**src/rtl/cmp_rgb_seq.sv**
```systemverilog
// Purpose: multi-cycle MSB-first magnitude comparator driving R(>=), G(<=), B(!=) LED outputs.
// Latency: done pulses N cycles after accept; N = first differing digit (1-based) or WIDTH/DIGIT if equal.
// Backpressure: start is ignored while busy; the result is held until the next accepted start.
module cmp_rgb_seq #(
   parameter int WIDTH = 8,
   parameter int DIGIT = 2
) (
   input  logic             clk,
   input  logic             rst,
   input  logic             start,
   input  logic             signed_mode,
   input  logic [WIDTH-1:0] a,
   input  logic [WIDTH-1:0] b,
   output logic             busy,
   output logic             done,
   output logic             valid,
   output logic             R,
   output logic             G,
   output logic             B
);

   localparam int STEPS = WIDTH / DIGIT;
   localparam int IW    = (STEPS > 1) ? $clog2(STEPS) : 1;
   localparam logic [IW-1:0]    LAST_IDX = IW'(STEPS - 1);
   // Flipping the sign bit maps two's-complement order onto unsigned order.
   localparam logic [WIDTH-1:0] SIGN_FLIP = {1'b1, {(WIDTH-1){1'b0}}};

   if (WIDTH < 2 || DIGIT < 1 || DIGIT > WIDTH || (WIDTH % DIGIT) != 0) begin : g_bad_params
      $error("cmp_rgb_seq: illegal WIDTH/DIGIT combination");
   end

   typedef enum logic {
      IDLE    = 1'b0,
      COMPARE = 1'b1
   } state_t;

   state_t           state;
   state_t           state_nxt;
   logic [WIDTH-1:0] opa;
   logic [WIDTH-1:0] opb;
   logic [IW-1:0]    idx;
   logic [DIGIT-1:0] sla;
   logic [DIGIT-1:0] slb;
   logic             accept;
   logic             decide;

   // Operands are shifted left after each step, so the current digit is always on top.
   assign sla  = opa[WIDTH-1 -: DIGIT];
   assign slb  = opb[WIDTH-1 -: DIGIT];
   assign busy = (state == COMPARE);

   // Next state: accept in IDLE, finish on the first differing digit or on the last digit.
   always_comb begin
      state_nxt = state;
      accept    = 1'b0;
      decide    = 1'b0;
      case (state)
         IDLE: begin
            if (start) begin
               accept    = 1'b1;
               state_nxt = COMPARE;
            end
         end
         COMPARE: begin
            if ((sla != slb) || (idx == LAST_IDX)) begin
               decide    = 1'b1;
               state_nxt = IDLE;
            end
         end
         default: state_nxt = IDLE;
      endcase
   end

   // State register.
   always_ff @(posedge clk) begin
      if (rst) begin
         state <= IDLE;
      end else begin
         state <= state_nxt;
      end
   end

   // Operand latch/shift, step index and registered LED result.
   always_ff @(posedge clk) begin
      if (rst) begin
         opa   <= '0;
         opb   <= '0;
         idx   <= '0;
         done  <= 1'b0;
         valid <= 1'b0;
         R     <= 1'b0;
         G     <= 1'b0;
         B     <= 1'b0;
      end else begin
         done <= decide;
         if (accept) begin
            opa   <= a ^ (signed_mode ? SIGN_FLIP : '0);
            opb   <= b ^ (signed_mode ? SIGN_FLIP : '0);
            idx   <= '0;
            valid <= 1'b0;
         end else if (decide) begin
            R     <= (sla >= slb);
            G     <= (sla <= slb);
            B     <= (sla != slb);
            valid <= 1'b1;
         end else if (state == COMPARE) begin
            opa <= opa << DIGIT;
            opb <= opb << DIGIT;
            idx <= idx + IW'(1);
         end
      end
   end

endmodule

```
**config.mk**
```make
export PLATFORM = sky130hd
export DESIGN_NAME = cmp_rgb_seq
export DESIGN_NICKNAME = d
export VERILOG_FILES = /design/src/rtl/cmp_rgb_seq.sv
export SDC_FILE = /design/constraint.sdc
export NUM_CORES = 1
export LEC_CHECK = 0
export CAP_MARGIN = 20
export CELL_PAD_IN_SITES_DETAIL_PLACEMENT = 0
export CELL_PAD_IN_SITES_GLOBAL_PLACEMENT = 2
export CORE_MARGIN = 3
export CORE_UTILIZATION = 27
export CTS_CLUSTER_DIAMETER = 60
export DETAILED_ROUTE_END_ITERATION = 12
export PLACE_DENSITY = 0.84
export SLEW_MARGIN = 20
export SYNTH_ARGS = -nofsm -noshare
export SYNTH_HDL_FRONTEND = slang
export SYNTH_SLANG_ARGS = --single-unit
```
**constraint.sdc**
```tcl
create_clock -name clk -period 1.8 [get_ports clk]
set_input_delay 0.54 -clock clk [delete_from_list [all_inputs] [get_ports clk]]
set_output_delay 0.54 -clock clk [all_outputs]
set_load 0.05 [all_outputs]
```
==> results.toml, run 1 <==
[worst_setup_path]
end_kind = "register"
r2r_setup_slack_ns = 0.28
r2r-start = "opb[7]"
cp.arrival_ns = 1.68
worstSetupStartpointType = "register"
crit_required_ns = 1.95
cp_max_fo = 14
reg2reg_to = "idx[1]"
critPathKind = "register to register"
reg2regPathDepth = 6

[placement]
routabilityCongestion = 0.6707
port_buffers = 25
dp_cells = 181

[timing]
hold_violations = 0
rsz0062_at_grt = "false"
fmax_mhz = 657.3
final.min_clock_period_ns = 1.521
maxSlewViolCount = 0
slew_headroom_pct = 72.16
worst_pin_slew_ns = 0.4132
period_share_pct = 84.53
tns_ns = 0
setup_viol = 0
finalClockSkew_ns = 0.002110
whs_ns = 0.4659

[pwr]
combPwrFrac_pct = 24.0
seqPwrFrac_pct = 50.1
power_frac_clock_pct = 25.9
p_leak_nw = 0.5117
intPower_mw = 0.8512
p_sw_mw = 0.3386
p_per_area_mw_per_mm2 = 871.6
netSwitchingFraction_pct = 28.46
ir_drop_uv = 395.3

[clocking]
cts_hold_repair.buffers = 0
insertion_delay_ns = 0.26
clock_sinks = 24
postCtsSetupBuffers = 0
clockBufferDepth = 2
cts_buffers = 3
cts.htree.levels = 1
cts_resized = 0
ctsRootBufferMaster = "clkbuf_8"
cts_tree = "yes"
path_clk_slew_ns = 0.08

[global_route]
antenna_found_initial = 0
grt_pass1_wl_um = 3650
overflow = 0
grt_usage_pct = 10.60
grt_max_degree = 25
grt_pass1_vias = 822

[worst_hold_path]
hold_class = "register to register"
min_to = "valid"
hold_depth = 2
hold_start = "valid"

[yosys]
synthesis.area_per_instance_um2 = 8.980
synth-edff-count = 0
synth_cell_types = 25
synth_top_area_cell = "dfxtp_1"
yosysWarnings = 0
async_flop_share_pct = 0
syn_nets = 136
ys_ff_latch = 24
synth_top_area_share_pct = 47.35
ys_top_cells_by_area = "dfxtp_1 47%, a21oi_1 9.9%, a22oi_1 8.9%"
ys_seq_area_share_pct = 47.35
ys.flop_type = "dfxtp_1"
netlist_area_mm2 = 0.001015
synthCells = 113

[layout]
antenna_cells = 0
layout-drive-gt1-share_pct = 11.59
finalNonFillerCells = 184
final_net_count = 163
area_growth_pct = 34.53

[drt]
vias_per_cell = 4.848
ant_nets = 0
drt_pass1_iterations = 4
vias = 892
wl_per_cell_um = 11.88
route.detailed.drc = 0
drt_iter0_markers = 64
totalWireLength_um = 2185

[die]
dieArea_mm2 = 0.004530
rows = 21
die_h_um = 67.31
core_area_mm2 = 0.003468
io_pins = 26
start_util_pct = 29.26
dieWidth_um = 67.31

[run_status]
status = "completed"

[flow_run]
max_cap_viol_count = 0
## through the flow
step / cell area, µm² / power [mW] / util [%] / setup WS (ns)
2_1_floorplan: 1015 / 0.7889 / - / 0.2364
3_3_place_gp: 1324 / 0.8914 / 38.17 / 0.1551
3_5_place_dp: 1324 / 0.8970 / 38.17 / 0.1235
4_1_cts: 1365 / 1.205 / 39.36 / 0.2810
5_1_grt: 1365 / 1.260 / 39.36 / 0.1403
6_report: 1365 / 1.190 / 39.36 / 0.2785
## cells in the mapped netlist (2+ instances only)
library cell  count
clkbuf_1          2
a22oi_1          12
nor2_1            2
nand3_1          16
a21oi_1          20
nand2_1           7
ha_1              3
buf_4             2
xor2_1            2
buf_2             4
dfxtp_1          24
inv_1             5
a221oi_1          2
## metal layers
metal  track usage [%]  part of all wire [%]
met5                 0                     0
met2             17.79                    46
met1             13.18                    47
met3             3.494                   5.6
met4             2.278                  0.55
## sequential cells by signal, indices dropped and copies added (netlist names)
register	flops
opa	8
busy	1
opb	8
valid	1
R	1
idx	2
G	1
done	1
B	1
## cells by family after synthesis
logic type | count (synthesis) | share of synthesized area, %
muxes | 1 | 0.9865
adders and majority gates | 3 | 3.700
DFF | 24 | 47.35
buffers and inverters | 14 | 7.152
xor gates and xnor gates | 3 | 2.590
AOI/OAI and AO/OA | 37 | 22.44
and+or+nand+nor | 31 | 15.78
## area by class of cell
type                    instances  area (µm²)
flip-flops and latches         24       480.5
fillers                       376        2103
well taps                      46       57.56
multi-input cells              75       461.7
repair buffers                 31       305.3
clock buffers                   3       41.29
inverters                       5       18.77
## critical path: stages (launching register included)
cell and delay, ns:
dfxtp_1 0.33, inv_1 0.04, ha_1 0.35, and4b_1 0.22
buf_4 0.21, mux2i_1 0.21, nor3_1 0.06
## how the worst max path moves through the flow
stage,cells after the start,to,start
6_report,6,idx[1],opb[7]
5_1_grt,6,opa[5],opb[7]
4_1_cts,6,idx[1],opb[7]
3_5_place_dp,5,opb[4],start
3_3_place_gp,5,opa[7],start
2_1_floorplan,4,opb[4],busy
## power by group through the flow
stage	clock network [mW]	logic, mW	registers, mW
floorplan	0	0.144	0.645
global placement	0	0.284	0.607
global route	0.343	0.315	0.602
CTS	0.320	0.289	0.597
detailed placement	0	0.288	0.609
finish	0.308	0.286	0.596
## cells in the final DEF (no fill, tap or decap)
cell,synthesis,routed
nor2b_1,1,1
a21o_1,1,1
buf_4,2,10
dfxtp_1,24,24
nor3_2,1,1
nor3_1,1,1
clkdlybuf4s50_1,0,19
clkbuf_8,0,3
xnor2_1,1,1
nand2_1,7,7
nand3_1,16,16
buf_12,0,2
a221oi_1,2,2
inv_1,5,5
and4b_1,1,1
a21boi_0,1,1
a21oi_1,20,20
o21ai_0,1,1
mux2i_1,1,1
ha_1,3,3
a22oi_1,12,12
nor2_1,2,2
nand4b_1,1,1
nand2b_1,1,1
xor2_1,2,2
No activity file was read; power rests on OpenSTA's default activity.
==> run 2, diff against run 1 <==
- clock period: 1.8 -> 1.59 ns (I/O delays scaled with it)
==> results.toml, run 2 (same netlist as run 1, synthesis figures left out) <==
[drt]
drt_pass1_iterations = 4
ant_nets = 0
vias = 926
wl_per_cell_um = 12.05
vias_per_cell = 4.978
drt_iter0_markers = 45
totalWireLength_um = 2241
route.detailed.drc = 0

[worst_setup_path]
crit_required_ns = 1.75
cp.arrival_ns = 1.60
cp_max_fo = 14
worstSetupStartpointType = "register"
critPathKind = "register to register"
crit_chain = "inv_1 -> ha_4 -> and4b_1 -> buf_12 -> mux2i_1 -> nor3_1"
max_stage_delay_ns = 0.34
end_kind = "register"
critPathSlowestCell = "dfxtp_1"

[pwr]
netSwitchingFraction_pct = 27.45
combPwrFrac_pct = 26.1
intPower_mw = 1.068
seqPwrFrac_pct = 46.4
p_leak_nw = 0.5471
p_per_area_mw_per_mm2 = 981.8
ir_drop_uv = 433.1
power_frac_clock_pct = 27.5
p_sw_mw = 0.4040

[clocking]
cts_tree = "yes"
cts.htree.levels = 1
insertion_delay_ns = 0.26
cts_buffers = 3
postCtsSetupBuffers = 0
ctsRootBufferMaster = "clkbuf_8"
clockBufferDepth = 2
clock_sinks = 24
path_clk_slew_ns = 0.08

[run_status]
status = "completed"

[layout]
layout_commonest_cell = "dfxtp_1"
antenna_cells = 0
reg_top3 = "opa x8, opb x8, idx x2"
final_util_pct = 43.22
final_net_count = 164
area_growth_pct = 47.72
layout-drive-gt1-share_pct = 14.29
final_cell_mix = "24 x dfxtp_1, 20 x a21oi_1, 19 x clkdlybuf4s50_1"

[timing]
period_share_pct = 90.61
worst_slack_ns = 0.1493
rsz0062_at_grt = "false"
final.min_clock_period_ns = 1.441
setup_viol = 0
worst_pin_slew_ns = 0.3304
finalClockSkew_ns = 0.0009602
maxSlewViolCount = 0
fmax_mhz = 694.1
slew_headroom_pct = 77.77
hold_violations = 0

[die]
core_area_mm2 = 0.003468
io_pins = 26
dieArea_mm2 = 0.004530
dieWidth_um = 67.31
rows = 21
start_util_pct = 29.26
die_h_um = 67.31

[worst_hold_path]
hold_class = "register to register"

[global_route]
grt_usage_pct = 11.16
grt_pass1_vias = 857
antenna_found_initial = 0
grt_max_degree = 25
overflow = 0
grt_pass1_wl_um = 3829

[placement]
port_buffers = 25
post-dp-hpwl_um = 1533
routabilityCongestion = 0.6706
post-place-ws_ns = -0.01764

[flow_run]
max_cap_viol_count = 0
-- run 2: cell types whose count changed in the layout (fill, tap and decap cells not counted) --
| cell | before | now |
|---|---|---|
| clkbuf_8 | 3 | 4 |
| buf_4 | 10 | 4 |
| ha_4 | 0 | 2 |
| buf_12 | 2 | 9 |
| ha_1 | 3 | 1 |
-- run 2: cell type report --
cell class	count	area (µm²)
Clock buffer	4	55.05
Fill cell	356	1969
Inverter	5	18.77
Multi-Input combinational cell	75	486.7
Sequential cell	24	480.5
Tap cell	46	57.56
Timing Repair Buffer	32	400.4
-- run 2: path summary, 6_finish.rpt --
check,start,to,slack [ns],cells after the start
max,opb[7],idx[1],0.15,6
min,opb[4],opb[4],0.47,2
max reg2reg,opb[7],idx[1],0.15,6
min reg2reg,opb[4],opb[4],0.47,2
-- run 2: per-layer routing --
metal / up-vias / track usage, % / share of wire (%) / routed length [µm]
met5: - / 0 / 0 / 0
met4: 0 / 3.797 / 1.4 / 31
met3: 4 / 3.661 / 8.0 / 180
met2: 33 / 19.63 / 49 / 1097
met1: 428 / 12.59 / 42 / 932
li1: 461 / - / - / -
-- run 2: stage by stage --
| stage | area, µm² | hold slack (ns) | total power [mW] | TNS, ns | instances |
|---|---|---|---|---|---|
| 2_1_floorplan | 1015 | 0.4479 | 0.8931 | 0 | 113 |
| 3_3_place_gp | 1419 | 0.4542 | 1.061 | -0.01568 | 182 |
| 3_5_place_dp | 1419 | 0.4588 | 1.070 | -0.08124 | 182 |
| 4_1_cts | 1474 | 0.4705 | 1.482 | 0 | 186 |
| 5_1_grt | 1499 | 0.4879 | 1.561 | 0 | 186 |
| 6_report | 1499 | 0.4706 | 1.472 | 0 | 186 |
-- run 2: what timing repair did --
| item | 4_1_cts | 5_1_grt |
|---|---|---|
| hold endpoints to repair | 0 | 0 |
| endpoints found under the setup margin | 0 | 12 |
| hold buffers | 0 | 0 |
| resized for setup | 0 | 3 |
-- run 2: power by group through the flow --
stage | Combinational (mW) | Clock, mW | Sequential [mW]
finish | 0.384 | 0.405 | 0.683
global route | 0.420 | 0.450 | 0.691
CTS | 0.375 | 0.426 | 0.682
detailed placement | 0.374 | 0 | 0.696
global placement | 0.367 | 0 | 0.693
floorplan | 0.163 | 0 | 0.730
-- run 2: worst max-delay path, delay by kind of cell, from the launching register on --
kind | cells | cell delay (ns)
adders and majority gates | 1 | 0.29
DFF | 1 | 0.34
muxes | 1 | 0.18
buffers and inverters | 2 | 0.22
and+or+nand+nor | 2 | 0.30
==> run 3, diff against run 2 <==
- SKIP_CTS_REPAIR_TIMING: default -> 1
==> results of run 3 <==
Final layout, timing and power as in run 2 (identical DEF).
